[src/rtl/sample_feeder.sv]
// Sample feeder: streams samples from a synchronous-read memory to a channel.
// It issues a feed-reset pulse first, then presents one sample per DIV-cycle period with a sample clock.
module sample_feeder #(
  parameter int INPUT_WIDTH  = 3,
  parameter int ADDR_WIDTH   = 14,
  parameter int DIV          = 4,
  parameter int RESET_CYCLES = 4
) (
  input  logic                   clk,
  input  logic                   reset,
  input  logic                   start,
  input  logic [ADDR_WIDTH:0]    num_samples,
  input  logic                   pause,
  output logic [ADDR_WIDTH-1:0]  mem_addr,
  input  logic [INPUT_WIDTH-1:0] mem_data,
  output logic                   clk_sample,
  output logic                   sample_valid,
  output logic [INPUT_WIDTH-1:0] data,
  output logic                   feed_reset,
  output logic                   feed_complete,
  output logic                   busy,
  output logic [ADDR_WIDTH:0]    samples_sent
);

  localparam int PW = (DIV > 2) ? $clog2(DIV) : 1;
  localparam int TW = (RESET_CYCLES > 1) ? $clog2(RESET_CYCLES) : 1;

  localparam logic [PW-1:0]         PH_ZERO  = PW'(0);
  localparam logic [PW-1:0]         PH_HALF  = PW'(DIV / 2);
  localparam logic [PW-1:0]         PH_LAST  = PW'(DIV - 1);
  localparam logic [TW-1:0]         TM_ZERO  = TW'(0);
  localparam logic [TW-1:0]         TM_LAST  = TW'(RESET_CYCLES - 1);
  localparam logic [ADDR_WIDTH:0]   CNT_ZERO = (ADDR_WIDTH + 1)'(0);
  localparam logic [ADDR_WIDTH-1:0] ADDR_ONE = ADDR_WIDTH'(1);

  localparam logic [2:0] ST_IDLE       = 3'd0;
  localparam logic [2:0] ST_FEED_RESET = 3'd1;
  localparam logic [2:0] ST_PRIME      = 3'd2;
  localparam logic [2:0] ST_FEED       = 3'd3;
  localparam logic [2:0] ST_DONE       = 3'd4;

  logic [2:0]             state_q, state_d;
  logic [TW-1:0]          timer_q, timer_d;
  logic [PW-1:0]          phase_q, phase_d;
  logic [ADDR_WIDTH:0]    count_q, count_d;
  logic [ADDR_WIDTH-1:0]  mem_addr_q, mem_addr_d;
  logic [INPUT_WIDTH-1:0] data_q, data_d;
  logic                   sample_valid_q, sample_valid_d;
  logic                   clk_sample_q, clk_sample_d;
  logic                   feed_complete_q, feed_complete_d;
  logic                   feed_reset_q, feed_reset_d;
  logic                   busy_q, busy_d;
  logic [ADDR_WIDTH:0]    samples_sent_q, samples_sent_d;

  // Next-state and next-output logic for the feed sequencer.
  always_comb begin
    state_d         = state_q;
    timer_d         = timer_q;
    phase_d         = phase_q;
    count_d         = count_q;
    mem_addr_d      = mem_addr_q;
    data_d          = data_q;
    sample_valid_d  = sample_valid_q;
    clk_sample_d    = clk_sample_q;
    feed_complete_d = feed_complete_q;
    samples_sent_d  = samples_sent_q;

    case (state_q)
      ST_IDLE, ST_DONE: begin
        if (start) begin
          state_d         = ST_FEED_RESET;
          count_d         = num_samples;
          samples_sent_d  = CNT_ZERO;
          mem_addr_d      = {ADDR_WIDTH{1'b0}};
          feed_complete_d = 1'b0;
          timer_d         = TM_ZERO;
        end else begin
          state_d = state_q;
        end
      end

      ST_FEED_RESET: begin
        if (timer_q == TM_LAST) begin
          timer_d = TM_ZERO;
          if (count_q == CNT_ZERO) begin
            state_d         = ST_DONE;
            feed_complete_d = 1'b1;
          end else begin
            state_d = ST_PRIME;
          end
        end else begin
          timer_d = timer_q + TW'(1);
        end
      end

      // One cycle with address 0 presented so the first word is ready at phase 0.
      ST_PRIME: begin
        state_d    = ST_FEED;
        phase_d    = PH_ZERO;
        mem_addr_d = {ADDR_WIDTH{1'b0}};
      end

      ST_FEED: begin
        if (phase_q == PH_ZERO) begin
          clk_sample_d = 1'b0;
          if (pause) begin
            phase_d = PH_ZERO;
          end else begin
            data_d         = mem_data;
            sample_valid_d = 1'b1;
            mem_addr_d     = mem_addr_q + ADDR_ONE;
            phase_d        = phase_q + PW'(1);
          end
        end else if ((phase_q == PH_LAST) && (samples_sent_q == count_q)) begin
          state_d         = ST_DONE;
          clk_sample_d    = 1'b0;
          sample_valid_d  = 1'b0;
          feed_complete_d = 1'b1;
          phase_d         = PH_ZERO;
        end else begin
          if (phase_q == PH_HALF) begin
            clk_sample_d = 1'b1;
            if (samples_sent_q != count_q) begin
              samples_sent_d = samples_sent_q + (ADDR_WIDTH + 1)'(1);
            end else begin
              samples_sent_d = samples_sent_q;
            end
          end else begin
            clk_sample_d = clk_sample_q;
          end
          if (phase_q == PH_LAST) begin
            phase_d = PH_ZERO;
          end else begin
            phase_d = phase_q + PW'(1);
          end
        end
      end

      default: begin
        state_d = ST_IDLE;
      end
    endcase

    feed_reset_d = (state_d == ST_FEED_RESET);
    busy_d       = (state_d == ST_FEED_RESET) || (state_d == ST_PRIME) || (state_d == ST_FEED);
  end

  // State and output registers; reset aborts any feed without flagging completion.
  always_ff @(posedge clk) begin
    if (reset) begin
      state_q         <= ST_IDLE;
      timer_q         <= TM_ZERO;
      phase_q         <= PH_ZERO;
      count_q         <= CNT_ZERO;
      mem_addr_q      <= {ADDR_WIDTH{1'b0}};
      data_q          <= {INPUT_WIDTH{1'b0}};
      sample_valid_q  <= 1'b0;
      clk_sample_q    <= 1'b0;
      feed_complete_q <= 1'b0;
      feed_reset_q    <= 1'b0;
      busy_q          <= 1'b0;
      samples_sent_q  <= CNT_ZERO;
    end else begin
      state_q         <= state_d;
      timer_q         <= timer_d;
      phase_q         <= phase_d;
      count_q         <= count_d;
      mem_addr_q      <= mem_addr_d;
      data_q          <= data_d;
      sample_valid_q  <= sample_valid_d;
      clk_sample_q    <= clk_sample_d;
      feed_complete_q <= feed_complete_d;
      feed_reset_q    <= feed_reset_d;
      busy_q          <= busy_d;
      samples_sent_q  <= samples_sent_d;
    end
  end

  assign mem_addr      = mem_addr_q;
  assign clk_sample    = clk_sample_q;
  assign sample_valid  = sample_valid_q;
  assign data          = data_q;
  assign feed_reset    = feed_reset_q;
  assign feed_complete = feed_complete_q;
  assign busy          = busy_q;
  assign samples_sent  = samples_sent_q;

endmodule

[config.mk]
export PLATFORM = sky130hd
export DESIGN_NAME = sample_feeder
export DESIGN_NICKNAME = d
export VERILOG_FILES = /design/src/rtl/sample_feeder.sv
export SDC_FILE = /design/constraint.sdc
export NUM_CORES = 1
export LEC_CHECK = 0
export BUFFER_PORTS_ARGS = -buffer_cell sky130_fd_sc_hd__buf_2
export CAP_MARGIN = 30
export CELL_PAD_IN_SITES_DETAIL_PLACEMENT = 1
export CELL_PAD_IN_SITES_GLOBAL_PLACEMENT = 1
export CORE_MARGIN = 5
export CORE_UTILIZATION = 40
export DETAILED_ROUTE_END_ITERATION = 12
export GPL_TIMING_DRIVEN = 0
export PLACE_DENSITY = 0.76
export SLEW_MARGIN = 20
export SYNTH_ARGS = -nofsm -noshare
export SYNTH_HDL_FRONTEND = slang
export SYNTH_SLANG_ARGS = --single-unit
[constraint.sdc]
create_clock -name clk -period 2.66 [get_ports clk]
set_clock_uncertainty 0.1 [all_clocks]
set_input_delay 0.532 -clock clk [delete_from_list [all_inputs] [get_ports clk]]
set_output_delay 0.532 -clock clk [all_outputs]
set_load 0.05 [all_outputs]
==> impl_metrics.ini <==
[setup_path]
required_ns = 2.80
critical_path.max_fanout = 7
end_kind = flip-flop
crit_type = flip-flop to flip-flop
worst_ep_arrival_time_ns = 2.42
start_kind = flip-flop

[clocking]
cts_buffers = 9
htreeDepth = 3
cts_sinks = 59
tritoncts = built
cts-root-buf = clkbuf_8
ctsResizeCount = 0
clockBufferDepth = 2
clk_latency_ns = 0.34
post-cts-setup-buffers = 0
cts_hold_repair.buffers = 0
clkTransAtPathRegs_ns = 0.07

[synth]
synth.avg_cell_area_sq_um = 8.06
ys_seq_elements = 59
ys_warn_count = 0
synthCells = 366
syn_area_sq_um = 2950
yosysSeqAreaShare_pct = 40.0
ys_async_sr_fraction_pct = 0
yosysTopAreaCell = dfxtp_1
synth_top_cell_area_share_pct = 40.0
ys_types = 50
synth_edf_count = 0
synth_fp_nets = 394
synthFlopType = dfxtp_1
synth.top_cells.by_area = dfxtp_1 40%, nand2_1 7.4%, a21oi_1 6.8%, xnor2_1 4.7%, nor2_1 4.5%

[layout]
layout_common_cells = 63 x buf_2, 59 x dfxtp_1, 58 x nand2_1, 40 x a21oi_1, 35 x nor2_1
drive_above_1_share_pct = 21.1
fillers = 954
multi_input_area_sq_um = 1650
mostFrequentLayoutCell = buf_2
fin_cells = 539
regArea_sq_um = 1180
areaGrowthSynthToFinish_pct = 21.2
fin_nets = 463
final_area_sq_um = 3580
diodes = 0

[place]
dp_hpwl_mm = 6.58
placed_area_sq_um = 3370
portBuffers = 58
routabilityCongestion = 0.831
dp.cells = 523

[floorplanning]
initial_core_util_pct = 40.9
die_w_um = 95.9
rows = 31
core_sq_um = 7210
die_h_um = 95.9
die_area_sq_um = 9200
ios = 59

[pwr]
vdd_drop_max_uv = 234
power_density_nw_per_um2 = 553
p_leak_nw = 1.45
finalPower_mw = 1.98

[run]
timing.max_cap.violations = 0

[status]
status = completed

[grt]
gr-total-overflow = 0
antenna_found_initial = 0
grt_usage_pct = 20.1
grt_start_max_net_pins = 11
grt_pass1_wl_mm = 14.3
grt_pass1_vias = 2955

[sta]
hold_slack_ns = 0.325
setup_violations = 0
tightest_slew_ns = 0.908
timing.slew.headroom_pct = 38.7
final.setup.tns_ns = 0
hold_viol = 0
slew_viol_final = 0
min_period_over_period_pct = 85.8
clock.fmax_mhz = 438
finalCriticalPeriod_ns = 2.28
rsz0062_at_grt = false

[route]
post_drt_via_cell_ratio = 5.36
vias = 2889
drt_pre_antenna_iters = 4
wl_mm = 8.80
drcViolationCount = 0
routedWlPerCell_um = 16.3
ant_nets = 0
drtIter0Drc = 64

[worst_hold_path]
hold_path_class = primary input to flip-flop
flip-flops by register name, indices dropped and copies added (netlist names), 2 cells and up:
name and cells:
mem_addr 14, timer_q 2, phase_q 2, count_q 15, data 3, state_q 3, samples_sent 15
metrics by stage:
step | setup WS [ns] | util, %
after floorplan | 0.420 | -
after global placement | 0.394 | 46.7
after detailed placement | 0.379 | 46.7
after CTS | 0.383 | 49.6
after global routing | 0.154 | 49.6
final | 0.379 | 49.6
worst paths after layout:
check	from	end	slack, ns	cells past startpoint
worst max-delay path	phase_q[1]	samples_sent[11]	0.38	7
worst min register to register	data[2]	data[2]	0.36	2
worst min-delay path	num_samples[10]	count_q[10]	0.33	3
worst max register to register	phase_q[1]	samples_sent[11]	0.38	7
worst max-delay path, cell delays in order (launching register included):
cell       delay (ns)
dfxtp_1          0.41
inv_1            0.08
ha_1             0.23
nand4bb_1        0.38
nor3_1           0.42
and4_1           0.27
a21oi_1          0.08
a31o_2           0.22
where the power goes:
part	switching, mW	total, mW	internal (mW)
Sequential	0.0170	0.920	0.903
Combinational	0.119	0.183	0.0639
Clock	0.368	0.874	0.506
Total	0.505	1.98	1.47
kinds of logic after synthesis:
group | count (synthesis) | share of synthesized area [%]
AO/OA/AOI/OAI | 77 | 16.7
XOR/XNOR | 22 | 6.53
adder cells (fa/ha/maj) | 6 | 2.54
buffers and inverters | 28 | 4.07
flip-flops | 59 | 40.0
multiplexers | 5 | 1.70
AND/OR/NAND/NOR | 169 | 28.5
Yosys cell counts (6+ instances only):
library cell and n:
dfxtp_1 59, nand2_1 58, a21oi_1 40, nor2_1 35, nand3_1 19, xnor2_1 16, o21ai_0 12, or3_1 11
clkbuf_1 10, inv_1 9, and3_1 6, ha_1 6, nand4_1 6, nor4_1 6, or4_1 6, xor2_1 6
final cells by class:
type,count,share of cell area [%]
buffer,19,2.41
clock inverter,4,1.33
tap,99,3.46
sequential,59,33.0
clock buffer,12,4.62
timing repair buffer,58,8.11
multi-input combinational,279,46.1
inverter,9,0.944
metal layers:
layer,global-route usage [%],vias to the layer above,part of all wire (%)
met5,0,-,0
met4,6.87,0,1.4
met1,24.9,1395,45
li1,-,1430,-
met3,3.67,9,3.7
met2,35.0,55,50
Note: power is estimated with default switching activity, not from simulation.
